--- src/rtl/id_ex_stage.sv ---
// id_ex_stage: RV32I decode/operand stage.
// Decodes the fetched instruction, selects forwarded operands and registers the
// result into the ID/EX pipeline register with a valid/ready handshake.
module id_ex_stage #(
   parameter int XLEN       = 32,
   parameter int FWD_ENABLE = 1
) (
   input  logic            clk,
   input  logic            rst,
   input  logic            flush,
   input  logic            in_valid,
   output logic            in_ready,
   input  logic [31:0]     instr,
   input  logic [XLEN-1:0] pc,
   input  logic [XLEN-1:0] rs1_data,
   input  logic [XLEN-1:0] rs2_data,
   input  logic            fwd_ex_we,
   input  logic [4:0]      fwd_ex_rd,
   input  logic [XLEN-1:0] fwd_ex_data,
   input  logic            fwd_wb_we,
   input  logic [4:0]      fwd_wb_rd,
   input  logic [XLEN-1:0] fwd_wb_data,
   output logic            out_valid,
   input  logic            out_ready,
   output logic [XLEN-1:0] operand_a,
   output logic [XLEN-1:0] operand_b,
   output logic [3:0]      alu_control,
   output logic [4:0]      rd,
   output logic            reg_write,
   output logic            mem_read,
   output logic            mem_write,
   output logic [XLEN-1:0] store_data,
   output logic            is_branch,
   output logic            branch_invert,
   output logic            is_jump,
   output logic [XLEN-1:0] pc_out,
   output logic [XLEN-1:0] imm_out,
   output logic            illegal
);

   localparam logic [3:0] ALU_AND  = 4'b0000, ALU_OR  = 4'b0001, ALU_XOR = 4'b0010,
                          ALU_ADD  = 4'b0011, ALU_SUB = 4'b0100, ALU_SLL = 4'b0101,
                          ALU_SRL  = 4'b0110, ALU_SRA = 4'b0111, ALU_SLT = 4'b1000,
                          ALU_SLTU = 4'b1001, ALU_BEQ = 4'b1010, ALU_BNE = 4'b1011;

   localparam logic [6:0] OPC_LUI = 7'b0110111, OPC_AUIPC = 7'b0010111, OPC_JAL   = 7'b1101111,
                          OPC_JALR = 7'b1100111, OPC_BRANCH = 7'b1100011, OPC_LOAD = 7'b0000011,
                          OPC_STORE = 7'b0100011, OPC_IMM  = 7'b0010011, OPC_OP    = 7'b0110011;

   logic [6:0] opcode;
   logic [2:0] funct3;
   logic [6:0] funct7;
   logic [4:0] rd_field;
   logic       load;

   assign opcode   = instr[6:0];
   assign funct3   = instr[14:12];
   assign funct7   = instr[31:25];
   assign rd_field = instr[11:7];
   assign in_ready = out_ready | ~out_valid;
   assign load     = in_valid & in_ready;

   // Immediates, all sign-extended from instr[31]; shift amount zero-extended.
   logic [XLEN-1:0] imm_i, imm_s, imm_b, imm_u, imm_j, shamt;
   assign imm_i = XLEN'($signed(instr[31:20]));
   assign imm_s = XLEN'($signed({instr[31:25], instr[11:7]}));
   assign imm_b = XLEN'($signed({instr[31], instr[7], instr[30:25], instr[11:8], 1'b0}));
   assign imm_u = XLEN'($signed({instr[31:12], 12'b0}));
   assign imm_j = XLEN'($signed({instr[31], instr[19:12], instr[20], instr[30:21], 1'b0}));
   assign shamt = XLEN'(instr[24:20]);

   // Operand forwarding for both sources: x0 reads zero, EX/MEM wins over MEM/WB.
   logic [4:0]      rs_idx [2];
   logic [XLEN-1:0] rs_raw [2];
   logic [XLEN-1:0] rs_fwd [2];
   assign rs_idx[0] = instr[19:15];
   assign rs_idx[1] = instr[24:20];
   assign rs_raw[0] = rs1_data;
   assign rs_raw[1] = rs2_data;

   genvar gi;
   generate
      for (gi = 0; gi < 2; gi++) begin : g_fwd
         assign rs_fwd[gi] =
            (rs_idx[gi] == 5'd0) ? '0 :
            ((FWD_ENABLE != 0) && fwd_ex_we && (fwd_ex_rd == rs_idx[gi])) ? fwd_ex_data :
            ((FWD_ENABLE != 0) && fwd_wb_we && (fwd_wb_rd == rs_idx[gi])) ? fwd_wb_data :
            rs_raw[gi];
      end
   endgenerate

   logic [3:0]      alu_next;
   logic [XLEN-1:0] a_next, b_next, sd_next, imm_next;
   logic [4:0]      rd_next;
   logic            rw_next, mr_next, mw_next, br_next, inv_next, jmp_next, ill_next;

   // Instruction decode into the next ID/EX register contents.
   always_comb begin
      alu_next = ALU_ADD;
      a_next   = '0;
      b_next   = '0;
      sd_next  = '0;
      imm_next = '0;
      rd_next  = 5'd0;
      rw_next  = 1'b0;
      mr_next  = 1'b0;
      mw_next  = 1'b0;
      br_next  = 1'b0;
      inv_next = 1'b0;
      jmp_next = 1'b0;
      ill_next = 1'b0;
      case (opcode)
         OPC_LUI: begin
            b_next = imm_u; imm_next = imm_u; rd_next = rd_field; rw_next = 1'b1;
         end
         OPC_AUIPC: begin
            a_next = pc; b_next = imm_u; imm_next = imm_u; rd_next = rd_field; rw_next = 1'b1;
         end
         OPC_JAL: begin
            a_next = pc; b_next = XLEN'(4); imm_next = imm_j; jmp_next = 1'b1;
            rd_next = rd_field; rw_next = 1'b1;
         end
         OPC_JALR: begin
            // Link value pc+4 goes through the ALU; imm_out carries the target offset.
            a_next = pc; b_next = XLEN'(4); imm_next = imm_i; jmp_next = 1'b1;
            rd_next = rd_field; rw_next = 1'b1;
            ill_next = (funct3 != 3'b000);
         end
         OPC_BRANCH: begin
            a_next = rs_fwd[0]; b_next = rs_fwd[1]; imm_next = imm_b; br_next = 1'b1;
            case (funct3)
               3'b000:  alu_next = ALU_BEQ;
               3'b001:  alu_next = ALU_BNE;
               3'b100:  alu_next = ALU_SLT;
               3'b101:  begin alu_next = ALU_SLT;  inv_next = 1'b1; end
               3'b110:  alu_next = ALU_SLTU;
               3'b111:  begin alu_next = ALU_SLTU; inv_next = 1'b1; end
               default: ill_next = 1'b1;
            endcase
         end
         OPC_LOAD: begin
            a_next = rs_fwd[0]; b_next = imm_i; imm_next = imm_i; mr_next = 1'b1;
            rd_next = rd_field; rw_next = 1'b1;
            ill_next = (funct3 == 3'b011) || (funct3 == 3'b110) || (funct3 == 3'b111);
         end
         OPC_STORE: begin
            a_next = rs_fwd[0]; b_next = imm_s; imm_next = imm_s; mw_next = 1'b1;
            sd_next = rs_fwd[1];
            ill_next = (funct3[2] || (funct3[1:0] == 2'b11));
         end
         OPC_IMM: begin
            a_next = rs_fwd[0]; b_next = imm_i; imm_next = imm_i; rd_next = rd_field; rw_next = 1'b1;
            case (funct3)
               3'b000:  alu_next = ALU_ADD;
               3'b010:  alu_next = ALU_SLT;
               3'b011:  alu_next = ALU_SLTU;
               3'b100:  alu_next = ALU_XOR;
               3'b110:  alu_next = ALU_OR;
               3'b111:  alu_next = ALU_AND;
               3'b001: begin
                  alu_next = ALU_SLL; b_next = shamt;
                  ill_next = (funct7 != 7'b0000000);
               end
               default: begin
                  alu_next = instr[30] ? ALU_SRA : ALU_SRL; b_next = shamt;
                  ill_next = (funct7 != 7'b0000000) && (funct7 != 7'b0100000);
               end
            endcase
         end
         OPC_OP: begin
            a_next = rs_fwd[0]; b_next = rs_fwd[1]; rd_next = rd_field; rw_next = 1'b1;
            case (funct3)
               3'b000:  alu_next = instr[30] ? ALU_SUB : ALU_ADD;
               3'b001:  alu_next = ALU_SLL;
               3'b010:  alu_next = ALU_SLT;
               3'b011:  alu_next = ALU_SLTU;
               3'b100:  alu_next = ALU_XOR;
               3'b101:  alu_next = instr[30] ? ALU_SRA : ALU_SRL;
               3'b110:  alu_next = ALU_OR;
               default: alu_next = ALU_AND;
            endcase
            // Only ADD/SUB and SRL/SRA have a funct7=0100000 variant.
            ill_next = !((funct7 == 7'b0000000) ||
                         ((funct7 == 7'b0100000) && ((funct3 == 3'b000) || (funct3 == 3'b101))));
         end
         default: ill_next = 1'b1;
      endcase
      if (rd_next == 5'd0)
         rw_next = 1'b0;
      // Illegal instructions travel as a harmless ADD 0+0 with every side effect off.
      if (ill_next) begin
         alu_next = ALU_ADD; a_next = '0; b_next = '0; sd_next = '0; imm_next = '0;
         rd_next = 5'd0; rw_next = 1'b0; mr_next = 1'b0; mw_next = 1'b0;
         br_next = 1'b0; inv_next = 1'b0; jmp_next = 1'b0;
      end
   end

   // ID/EX pipeline register: reset/flush clear, load on handshake, else hold or drain.
   always_ff @(posedge clk) begin
      if (rst || flush) begin
         out_valid     <= 1'b0;
         operand_a     <= '0;
         operand_b     <= '0;
         alu_control   <= 4'b0000;
         rd            <= 5'd0;
         reg_write     <= 1'b0;
         mem_read      <= 1'b0;
         mem_write     <= 1'b0;
         store_data    <= '0;
         is_branch     <= 1'b0;
         branch_invert <= 1'b0;
         is_jump       <= 1'b0;
         pc_out        <= '0;
         imm_out       <= '0;
         illegal       <= 1'b0;
      end else if (load) begin
         out_valid     <= 1'b1;
         operand_a     <= a_next;
         operand_b     <= b_next;
         alu_control   <= alu_next;
         rd            <= rd_next;
         reg_write     <= rw_next;
         mem_read      <= mr_next;
         mem_write     <= mw_next;
         store_data    <= sd_next;
         is_branch     <= br_next;
         branch_invert <= inv_next;
         is_jump       <= jmp_next;
         pc_out        <= pc;
         imm_out       <= imm_next;
         illegal       <= ill_next;
      end else if (out_ready) begin
         out_valid     <= 1'b0;
      end
   end

endmodule

--- config.mk ---
export PLATFORM = sky130hd
export DESIGN_NAME = id_ex_stage
export DESIGN_NICKNAME = d
export VERILOG_FILES = /design/src/rtl/id_ex_stage.sv
export SDC_FILE = /design/constraint.sdc
export NUM_CORES = 1
export LEC_CHECK = 0
export ABC_CLOCK_PERIOD_IN_PS = 4700
export BUFFER_PORTS_ARGS = -buffer_cell sky130_fd_sc_hd__buf_2
export CELL_PAD_IN_SITES_DETAIL_PLACEMENT = 1
export CELL_PAD_IN_SITES_GLOBAL_PLACEMENT = 1
export CORE_MARGIN = 2
export CORE_UTILIZATION = 35
export DETAILED_ROUTE_END_ITERATION = 7
export GPL_TIMING_DRIVEN = 0
export HOLD_SLACK_MARGIN = 0.02
export PLACE_DENSITY_LB_ADDON = 0.12
export RECOVER_POWER = 100
export SLEW_MARGIN = 40
export SYNTH_ARGS = -nofsm -noshare
export SYNTH_HDL_FRONTEND = slang
export SYNTH_SLANG_ARGS = --single-unit
export TNS_END_PERCENT = 10
--- constraint.sdc ---
create_clock -name clk -period 4.7 [get_ports clk]
set_input_delay 0.94 -clock clk [delete_from_list [all_inputs] [get_ports clk]]
set_output_delay 0.94 -clock clk [all_outputs]
set_load 0.01 [all_outputs]
Word level (Yosys, flattened, before mapping). Cells that the tools add are included.

Register bits after elaboration: 177. Output and inout bits: 178.

Reduce and logical (&&, ||, !) cells: 34. Equality and inequality tests: 23. Bitwise logic cells: 3. Multiplexer cells: 43.

Operators with widths (count): $mux W32 (12); $pmux W32 S6 (1); $pmux W32 S5 (1); $pmux W32 S2 (1); $pmux W4 S7 (2); $eq A7 B6 Y1 const B (4); $eq A7 B7 Y1 const B (3); $eq A5 B5 Y1 (4); $mux W1 (18); $pmux W4 S4 (1); $logic_not A5 Y1 (3); $eq A7 B5 Y1 const B (2); $eq A3 B3 Y1 const B (4); $pmux W4 S3 (1); $reduce_or A2 Y1 (6); $reduce_or A6 Y1 (2); $mux W5 (2); $reduce_or A3 Y1 (3); $eq A7 B2 Y1 const B (1); $logic_not A7 Y1 (1); $ne A7 B6 Y1 const B (1); $pmux W1 S7 (1); $reduce_bool A7 Y1 (1); $reduce_or A7 Y1 (1); 16 further kinds (27).

Logic depth before layout (Yosys ltp). Gate-level depths: netlist of the first run.

Depth in word-level cells: 7. Depth in mapped cells: 10. Depth with buffers taken out: 6.

Least setup slack after synthesis of the first run. OpenSTA, ideal clock, no wires.

Kind: in2reg. Start point: input instr[4]. End point: register alu_control[0]. Setup time: 0.119 ns. Setup slack: 1.794 ns. Buffers on the path: 2. Stages on the path: 8. Data arrival time: 2.788 ns. Cell sequence: buf_2 > nand3b_1 > or2_1 > buf_2 > a31o_1 > or3_1 > a2111o_1 > o221a_2.

Longest elaborated chain between the ends: 4. Elaborated cells between the ends (all ways): 13. Those cells by class: eq/ne: 9; mux: 3; reduce/logical: 1.

RTL lines: from (decl) (line 13) `input logic [31:0] instr,`; $eq A7 B7 Y1 (tied with other cells) (line 112) `case (opcode)`; $reduce_or A3 Y1 (no source line); $pmux W1 S7 (line 112); $mux W4 * (line 191) `if (ill_next) begin`; to (signal assigned) (line 220) `alu_control <= alu_next;`; to (decl) (line 27) `output logic [3:0] alu_control,`.

Mark *: on every way between the ends. The rest lies on a longest branch, timed or not. A chain may end at the register's enable or synchronous reset.

Final worst setup path of the first run.
Start point: input flush. End point: register operand_a[15].

Longest elaborated chain between the ends: 1.

RTL lines: from (decl) (line 10) `input logic flush,`; $logic_or A1 B1 Y1 (line 200) `if (rst || flush) begin`; to (signal assigned) (line 218) `operand_a <= a_next;`; to (decl) (line 25) `output logic [XLEN-1:0] operand_a,`.

No other way between the ends.

==> results of run 1 <==
-- stage by stage --
step | setup WS [ns] | area (sq um) | hold WS, ns | cells
global placement | 0.6924 | 11010 | 0.4301 | 1813
CTS | 1.140 | 11600 | 0.4519 | 1845
floorplan | 1.794 | 8725 | 0.4704 | 1113
finish | 0.8372 | 11330 | 0.4534 | 1852
detailed placement | 0.6921 | 11030 | 0.4407 | 1813
global route | 0.7421 | 11320 | 0.4837 | 1849
-- logic make-up after synthesis --
family	count (synthesis)	share of synthesized area, %
AO/OA/AOI/OAI	358	28.98
flip-flops	177	40.61
buffers and inverters	109	5.421
multiplexers	2	0.2295
XOR/XNOR	21	2.108
AND/OR/NAND/NOR	446	22.64
-- flip-flops by register name, summed over array words and instances (netlist names), 4 cells and up --
register / flops
store_data: 32
imm_out: 32
rd: 5
alu_control: 4
operand_b: 32
operand_a: 32
pc_out: 32
-- power breakdown --
part	switching [mW]	internal [mW]
Sequential	0.00625	1.51
Combinational	0.282	0.144
Clock	0.738	0.704
Total	1.03	2.36
-- per-layer routing --
metal | share of wire, % | routed length [microns]
met1 | 42 | 18680
met2 | 47 | 20800
met3 | 8.3 | 3683
met4 | 2.8 | 1258
met5 | 0.083 | 37
-- placed cells by master, fill, tap and decap left out, drive strengths merged, types with 16 or more instances in the layout --
cell type / synthesis / final
a21oi: 73 / 73
a221o: 34 / 34
a221oi: 21 / 21
a22o: 41 / 41
a22oi: 27 / 27
a31oi: 48 / 48
and3: 49 / 49
buf: 27 / 216
clkbuf: 75 / 279
dfxtp: 177 / 177
nand2: 237 / 237
nor2: 99 / 99
o21ai: 66 / 66
xnor2: 16 / 16
-- final timing paths --
kind / start / end / cells after the start
worst max-delay path: flush / operand_a[15] / 8
worst max register to register: out_valid / operand_b[12] / 8
worst min-delay path: is_branch / is_branch / 2
worst min register to register: is_branch / is_branch / 2
-- tightest hold or removal path, cell delays in order (launching register included) --
cell	delay, ns
dfxtp_1	0.31
nand2_1	0.05
o21ai_1	0.05
-- final cells by class --
class / instances / area (sq um)
well taps: 324 / 405.4
clock inverters: 15 / 143.9
clock buffers: 17 / 425.4
multi-input cells: 827 / 4695
diodes: 7 / 17.52
fillers: 3240 / 13060
plain buffers: 102 / 411.6
inverters: 7 / 26.28
flip-flops and latches: 177 / 3543
repair buffers: 376 / 1659
==> flow_summary.json, run 1 <==
{
  "fp-row-count": 57,
  "place_congestion": 0.8814,
  "drc_errors": 0,
  "vias_per_cell": 5.731,
  "tightest_slew_ns": 0.9226,
  "setup_viol": 0,
  "worstSetupEndpointType": "register",
  "dieHeight_microns": 161.9,
  "drv_cap": 0,
  "ir_drop_uv": 174.8,
  "synth_top_area_share_pct": 40.61,
  "clk_latency_ns": 0.46,
  "clock.fmax_mhz": 258.9,
  "finalClockSkew_ns": 0.008724,
  "track_usage_pct": 32.75,
  "path_cells": "buf_2 > nor2_1 > o211ai_1 > or4_1 > clkbuf_1 > nor2_1 > clkbuf_1 > a221o_1",
  "met3_usage_pct": 8.350,
  "start_util_pct": 35.77,
  "via_count": 10610,
  "cts_setup_buffers": 0,
  "ys_seq_area_share_pct": 40.61,
  "critPathSlowestCell": "nor2_1",
  "path_clk_slew_ns": 0.07,
  "grt_max_degree": 19,
  "die_area_sq_um": 26210,
  "arrival_ns": 4.25,
  "syn_avg_cell_area_sq_um": 7.839,
  "cts.path.max_buffers": 2,
  "hold_path.class": "reg2reg",
  "first_pass_iters": 5,
  "slew_headroom_pct": 38.49,
  "power_density_nw_per_um2": 298.7,
  "dp_hpwl_microns": 35510,
  "ctsResizeCount": 0,
  "cts_tree": "done",
  "crit_buf_inv": 3,
  "cts_made_buffers": 17,
  "synth_common_cells": "nand2_1, dfxtp_1, nor2_1",
  "num_io_pins": 387,
  "yosysTopAreaCell": "dfxtp_1",
  "reg2reg_setup_slack_ns": 1.30,
  "period_share_pct": 82.19,
  "rsz0062_at_grt": "false",
  "met2_usage_pct": 54.37,
  "ys_types": 59,
  "overflow": 0,
  "fin_crit_ns": 3.863,
  "yosys_warnings": 0,
  "synthFlopType": "dfxtp_1",
  "syn_to_final_growth_pct": 29.83,
  "p_leak_nw": 4.454,
  "root_buffer": "clkbuf_16",
  "hold_viol": 0,
  "yosysMostFrequentCell": "nand2_1",
  "critPathTopFamily": "simple AND/OR/NAND/NOR gates",
  "async_reset_ff_share_pct": 0,
  "grt_pass1_vias": 10660,
  "synth_edf_count": 0,
  "critPathMaxFanout": 10,
  "setup_tns_ns": 0,
  "nNetsFinal": 1717,
  "syn-cell-area_sq_um": 8725,
  "syn_nets": 1322,
  "yosys-top-cells-area": "dfxtp_1, nand2_1, a21oi_1, nor2_1, a22o_1",
  "routed_wl_microns": 44460,
  "die_w_microns": 161.9,
  "cts.sinks": 177,
  "drtAntennaViolNets": 0,
  "fp.coreArea_sq_um": 24390,
  "antenna_found_initial": 8,
  "worstPathRequired_ns": 5.09,
  "port_buffers": 376,
  "htree_num_levels": 4,
  "worst_setup_path_start_kind": "input pin",
  "cts_hold_buf": 0,
  "power_mw": 3.383,
  "status": "completed",
  "fin_util_pct": 46.44,
  "drive_gt1_share_pct": 16.70,
  "grtUsageMet1_pct": 41.78,
  "drv_slew": 0,
  "ys_ff_latch": 177,
  "first_iter_violations": 757,
  "synthCells": 1113,
  "slowest_delay_ns": 0.68,
  "critPathKind": "in2reg",
  "wl_per_cell_microns": 24.01,
  "grt_pass1_wl_microns": 64520,
  "top_usage_layer": "met2"
}
(Power assumes the default switching activity.)
==> run 2: changes to the inputs <==
Settings changed: ABC_AREA from default to 1, ABC_CLOCK_PERIOD_IN_PS 4700 to 3700, CORE_UTILIZATION 35 to 33.
Clock period 4.7 ns to 3.7 ns, I/O delays scaled along.
==> run 2 against run 1 <==
  * Final cell count up 36%
  * Combinational power up 51%
  * Die area is 21% higher
  * Sequential cell count did not move
  * Worst hold slack improved by 0.012 ns
  * Critical path type unchanged
==> flow_summary.json, run 2 <==
{
  "arrival_ns": 3.74,
  "final_cell_mix": "nand2_1, nor2_1, clkbuf_1",
  "htree_num_levels": 4,
  "dp_hpwl_microns": 44480,
  "p_leak_nw": 5.564,
  "path_cells": "buf_2 > inv_1 > nand2_1 > nand2_1 > clkinv_1 > nand2_1 > inv_1 > nand2_1 > nor2_1 > nand2_1 > inv_1 > clkbuf_1 > nand3_1 > a21oi_1",
  "setup_tns_ns": 0,
  "track_usage_pct": 33.64,
  "final_common_cell": "nand2_1",
  "syn-cell-area_sq_um": 9981,
  "cts_made_buffers": 17,
  "fin_crit_ns": 3.369,
  "hold_path.class": "reg2reg",
  "ys_ff_latch": 177,
  "die_w_microns": 177.9,
  "via_count": 13240,
  "synthCells": 1701,
  "drc_errors": 0,
  "worstPathRequired_ns": 4.07,
  "synth_top_area_share_pct": 35.50,
  "crit_buf_inv": 6,
  "slowest_delay_ns": 0.50,
  "syn_avg_cell_area_sq_um": 5.868,
  "first_pass_iters": 5,
  "worstHoldStart": "operand_b[18]",
  "vias_per_cell": 5.274,
  "syn_nets": 1910,
  "cts.sinks": 177,
  "period_share_pct": 91.05,
  "yosys-top-cells-area": "dfxtp_1, nand2_1, nor2_1, nand3_1, a21oi_1",
  "grt_max_degree": 20,
  "start_util_pct": 33.59,
  "port_buffers": 383,
  "reg2regPathDepth": 12,
  "hold_depth": 2,
  "ys_seq_area_share_pct": 35.50,
  "worst_setup_path_start_kind": "input pin",
  "regToRegStartpoint": "out_valid",
  "yosysMostFrequentCell": "nand2_1",
  "place_congestion": 0.9899,
  "finalWorstSetupSlack_ns": 0.3311,
  "yosys_warnings": 0,
  "first_iter_violations": 876,
  "cts_setup_buffers": 0,
  "r2r_end": "imm_out[15]",
  "fin_util_pct": 42.94,
  "clock.fmax_mhz": 296.8,
  "crit_path_frequent_cell": "nand2_1",
  "tightest_slew_ns": 1.060,
  "drv_slew": 0,
  "worstHoldEndpoint": "operand_b[18]",
  "grt_pass1_vias": 13210,
  "cts_tree": "done",
  "rsz0062_at_grt": "false",
  "ys_types": 32,
  "critPathSlowestCell": "clkinv_1",
  "wl_per_cell_microns": 21.67,
  "worstSetupEndpointType": "register",
  "ir_drop_uv": 258.8,
  "dieHeight_microns": 177.9,
  "finalClockSkew_ns": 0.01012,
  "nNetsFinal": 2312,
  "cts.path.max_buffers": 2,
  "syn_to_final_growth_pct": 27.84,
  "synthFlopType": "dfxtp_1",
  "critPathTopFamily": "buffers and inverters",
  "hold_viol": 0,
  "critPathMaxFanout": 10,
  "power_density_nw_per_um2": 349.5,
  "synth_common_cells": "nand2_1, nor2_1, dfxtp_1",
  "fp-row-count": 63,
  "hold_slack_ns": 0.4658,
  "synth_edf_count": 0,
  "num_io_pins": 387,
  "antenna_found_initial": 5,
  "dpl_worst_slack_ns": 0.03422,
  "path_clk_slew_ns": 0.08,
  "routed_wl_microns": 54420,
  "yosysTopAreaCell": "dfxtp_1",
  "ctsResizeCount": 0,
  "async_reset_ff_share_pct": 0,
  "critPathKind": "in2reg",
  "drtAntennaViolNets": 0,
  "die_area_sq_um": 31650,
  "overflow": 0,
  "slew_headroom_pct": 29.32,
  "clk_latency_ns": 0.46,
  "root_buffer": "clkbuf_16",
  "reg2reg_setup_slack_ns": 0.39,
  "status": "completed",
  "grt_pass1_wl_microns": 77950,
  "cts_hold_buf": 0,
  "drv_cap": 0,
  "setup_viol": 0,
  "drive_gt1_share_pct": 12.38,
  "fp.coreArea_sq_um": 29720
}
[run 2: cell types whose count changed after synthesis, moves of 34 or more]
cell,change
nor2_1,+213
a31oi_1,-48
nand4_1,+34
nand3_1,+161
a21oi_1,+90
nand2_1,+338
a221o_1,-34
and3_1,-48
inv_1,+81
a22o_1,-41
[run 2: tightest hold or removal path: cells and delay by family (launching register included)]
kind	cells	cell delay, ns
compound gates	1	0.05
simple gates	1	0.06
flops	1	0.31
[run 2: logic make-up (layout without fill, tap and decap cells)]
logic type,after synthesis,after routing,synth area share [%]
buffers and inverters,202,617,8.023
other,0,5,0
DFF,177,177,35.50
AOI/OAI and AO/OA,213,213,11.12
and+or+nand+nor,1108,1108,45.27
xor gates and xnor gates,1,1,0.08777
[run 2: area by class of cell]
cell class	count	area (sq um)
multi-input combinational	1322	5642
sequential	177	3543
buffer	111	449.2
timing repair buffer	383	1694
clock buffer	18	429.2
fill	4293	16960
clock inverter	14	160.2
tap	390	488.0
antenna	5	12.51
inverter	91	341.6
[run 2: how the worst max path moves through the flow]
stage                    from              to  cells after the start
floorplan           instr[14]   operand_a[25]                     12
global placement    out_ready  store_data[30]                     14
detailed placement  out_ready  store_data[31]                     14
CTS                 out_ready  store_data[31]                     14
global route        out_ready     imm_out[15]                     14
finish              out_ready     imm_out[15]                     14
[run 2: power breakdown]
group          leakage, nW  total [mW]  switching, mW  internal (mW)
sequential            1.43        1.92        0.00697           1.92
clock                0.281        1.89          0.979          0.913
combinational         3.85       0.643          0.458          0.185
total                 5.56        4.46           1.44           3.01
[run 2: routing by layer]
layer	up-vias	track usage [%]	share of wire, %
met5	-	0	0.022
met4	2	17.59	5.2
met3	127	5.677	6.6
met2	536	59.95	49
met1	6333	38.31	39
li1	6244	-	-
[run 2: per-stage QoR]
stage	power, mW	cell area, sq um	cells
after global routing	4.602	12750	2508
after floorplan	2.263	9981	1701
after CTS	4.463	12980	2506
after global placement	2.594	12390	2474
final	4.460	12760	2511
after detailed placement	2.602	12390	2474
==> run 3: changes to the inputs <==
Settings changed: CTS_BUF_LIST from default to sky130_fd_sc_hd__clkbuf_8.
==> run 3 against run 2 <==
  * Via count decreased by 0.51%
  * Largest cell class unchanged
  * Utilization fell by 0.64 points
  * Final area is 1.5% lower
  * Largest power group unchanged
  * Clock power is 24% lower
  * Critical path type unchanged
  * Clock skew grew 0.0057 ns
  * Sequential cell count unchanged
  * Maximum frequency rose by 0.86%
==> flow_summary.json, run 3 (synthesis gave the netlist of run 2 again) <==
{
  "die_area_sq_um": 31650,
  "fp-row-count": 63,
  "dpl_worst_slack_ns": 0.03422,
  "first_pass_iters": 5,
  "regToRegStartpoint": "out_valid",
  "dp_hpwl_microns": 44480,
  "via_count": 13180,
  "drc_errors": 0,
  "num_io_pins": 387,
  "p_sw_mw": 1.388,
  "critPathKind": "in2reg",
  "nNetsFinal": 2312,
  "track_usage_pct": 33.49,
  "routed_wl_microns": 54130,
  "drv_cap": 0,
  "root_buffer": "clkbuf_8",
  "final_cell_mix": "nand2_1, nor2_1, clkbuf_1",
  "vias_per_cell": 5.247,
  "cts_tree": "done",
  "worstPathRequired_ns": 4.10,
  "fin_util_pct": 42.29,
  "fin_crit_ns": 3.340,
  "final_cells": 2511,
  "drtAntennaViolNets": 0,
  "cts.sinks": 177,
  "arrival_ns": 3.74,
  "place_congestion": 0.9899,
  "start_util_pct": 33.59,
  "status": "completed",
  "final_common_cell": "nand2_1",
  "grt_max_degree": 20,
  "cts.path.max_buffers": 2,
  "cts_hold_buf": 0,
  "finalWorstSetupSlack_ns": 0.3600,
  "hold_viol": 0,
  "combPwrFrac_pct": 16.1,
  "p_int_mw": 2.616,
  "grt_pass1_vias": 13220,
  "worstSetupEndpointType": "register",
  "power_density_nw_per_um2": 318.6,
  "switching_share_pct": 34.67,
  "period_share_pct": 90.27,
  "syn_to_final_growth_pct": 25.92,
  "fp.coreArea_sq_um": 29720,
  "p_leak_nw": 5.481,
  "setup_tns_ns": 0,
  "power_mw": 4.004,
  "tightest_slew_ns": 1.053,
  "wl_per_cell_microns": 21.56,
  "postPlaceCellArea_sq_um": 12390,
  "drive_gt1_share_pct": 12.38,
  "drv_slew": 0,
  "crit_path_end": "is_branch",
  "rsz0062_at_grt": "false",
  "final_cell_area_sq_um": 12570,
  "port_buffers": 383,
  "cts_made_buffers": 17,
  "ir_drop_uv": 192.7,
  "first_iter_violations": 821,
  "setup_viol": 0,
  "reg2regPathDepth": 13,
  "overflow": 0,
  "hold_slack_ns": 0.4678,
  "r2r_end": "is_branch",
  "finalClockSkew_ns": 0.01581,
  "cp-startpoint": "out_ready",
  "ctsResizeCount": 0,
  "clockPowerShare_pct": 35.9,
  "htree_num_levels": 4,
  "clk_latency_ns": 0.52,
  "die_w_microns": 177.9,
  "worst_setup_path_start_kind": "input pin",
  "reg2reg_setup_slack_ns": 0.37,
  "grt_pass1_wl_microns": 77610,
  "hold_path.class": "in2reg",
  "cts_setup_buffers": 0,
  "path_clk_slew_ns": 0.12,
  "critPathMaxFanout": 10,
  "clock.fmax_mhz": 299.4,
  "antenna_found_initial": 7,
  "placed_cells": 2474,
  "dieHeight_microns": 177.9,
  "slew_headroom_pct": 29.83,
  "p_seq_share_pct": 48.1
}
## run 3: changes by cell type in the layout (fill, tap and decap cells not counted), sizes merged
cell | before | now
inv | 99 | 100
clkbuf | 294 | 293
## run 3: worst min path at each step
stage	start	to	slack (ns)	cells past startpoint
6_report	pc[16]	pc_out[16]	0.47	3
5_1_grt	pc[17]	pc_out[17]	0.48	3
2_1_floorplan	alu_control[2]	alu_control[2]	0.49	2
3_3_place_gp	pc_out[18]	pc_out[18]	0.45	2
3_5_place_dp	operand_b[22]	operand_b[22]	0.45	2
4_1_cts	pc[16]	pc_out[16]	0.46	3
## run 3: metal layers
metal  GRT usage, %  up-vias  share of wire (%)
met5              0        -              0.074
met4          17.04        6                5.2
met3          5.527      142                6.2
met2          60.32      512                 49
met1          37.87     6273                 39
li1               -     6242                  -
## run 3: power groups by stage
| stage | Combinational [mW] | Clock [mW] | Sequential, mW |
|---|---|---|---|
| CTS | 0.636 | 1.45 | 1.92 |
| floorplan | 0.289 | 0 | 1.97 |
| global placement | 0.627 | 0 | 1.97 |
| global route | 0.694 | 1.52 | 1.93 |
| finish | 0.643 | 1.44 | 1.93 |
| detailed placement | 0.634 | 0 | 1.97 |
## run 3: area by class of cell
cell class                      instances  area (sq um)
Antenna cell                            5         12.51
Buffer                                111         449.2
Clock buffer                           17         234.0
Clock inverter                         15         163.9
Fill cell                            4329         17150
Inverter                               91         341.6
Multi-Input combinational cell       1322          5642
Sequential cell                       177          3543
Tap cell                              390         488.0
Timing Repair Buffer                  383          1694
## run 3: critical path, stage by stage
cell,delay (ns)
buf_2,0.09
inv_1,0.04
nand2_1,0.08
nand2_1,0.44
clkinv_1,0.70
nand2_1,0.23
inv_1,0.05
nand2_1,0.06
nor2_1,0.06
nand2_1,0.27
inv_1,0.30
buf_4,0.26
buf_6,0.16
nand2_1,0.15
a21oi_1,0.08
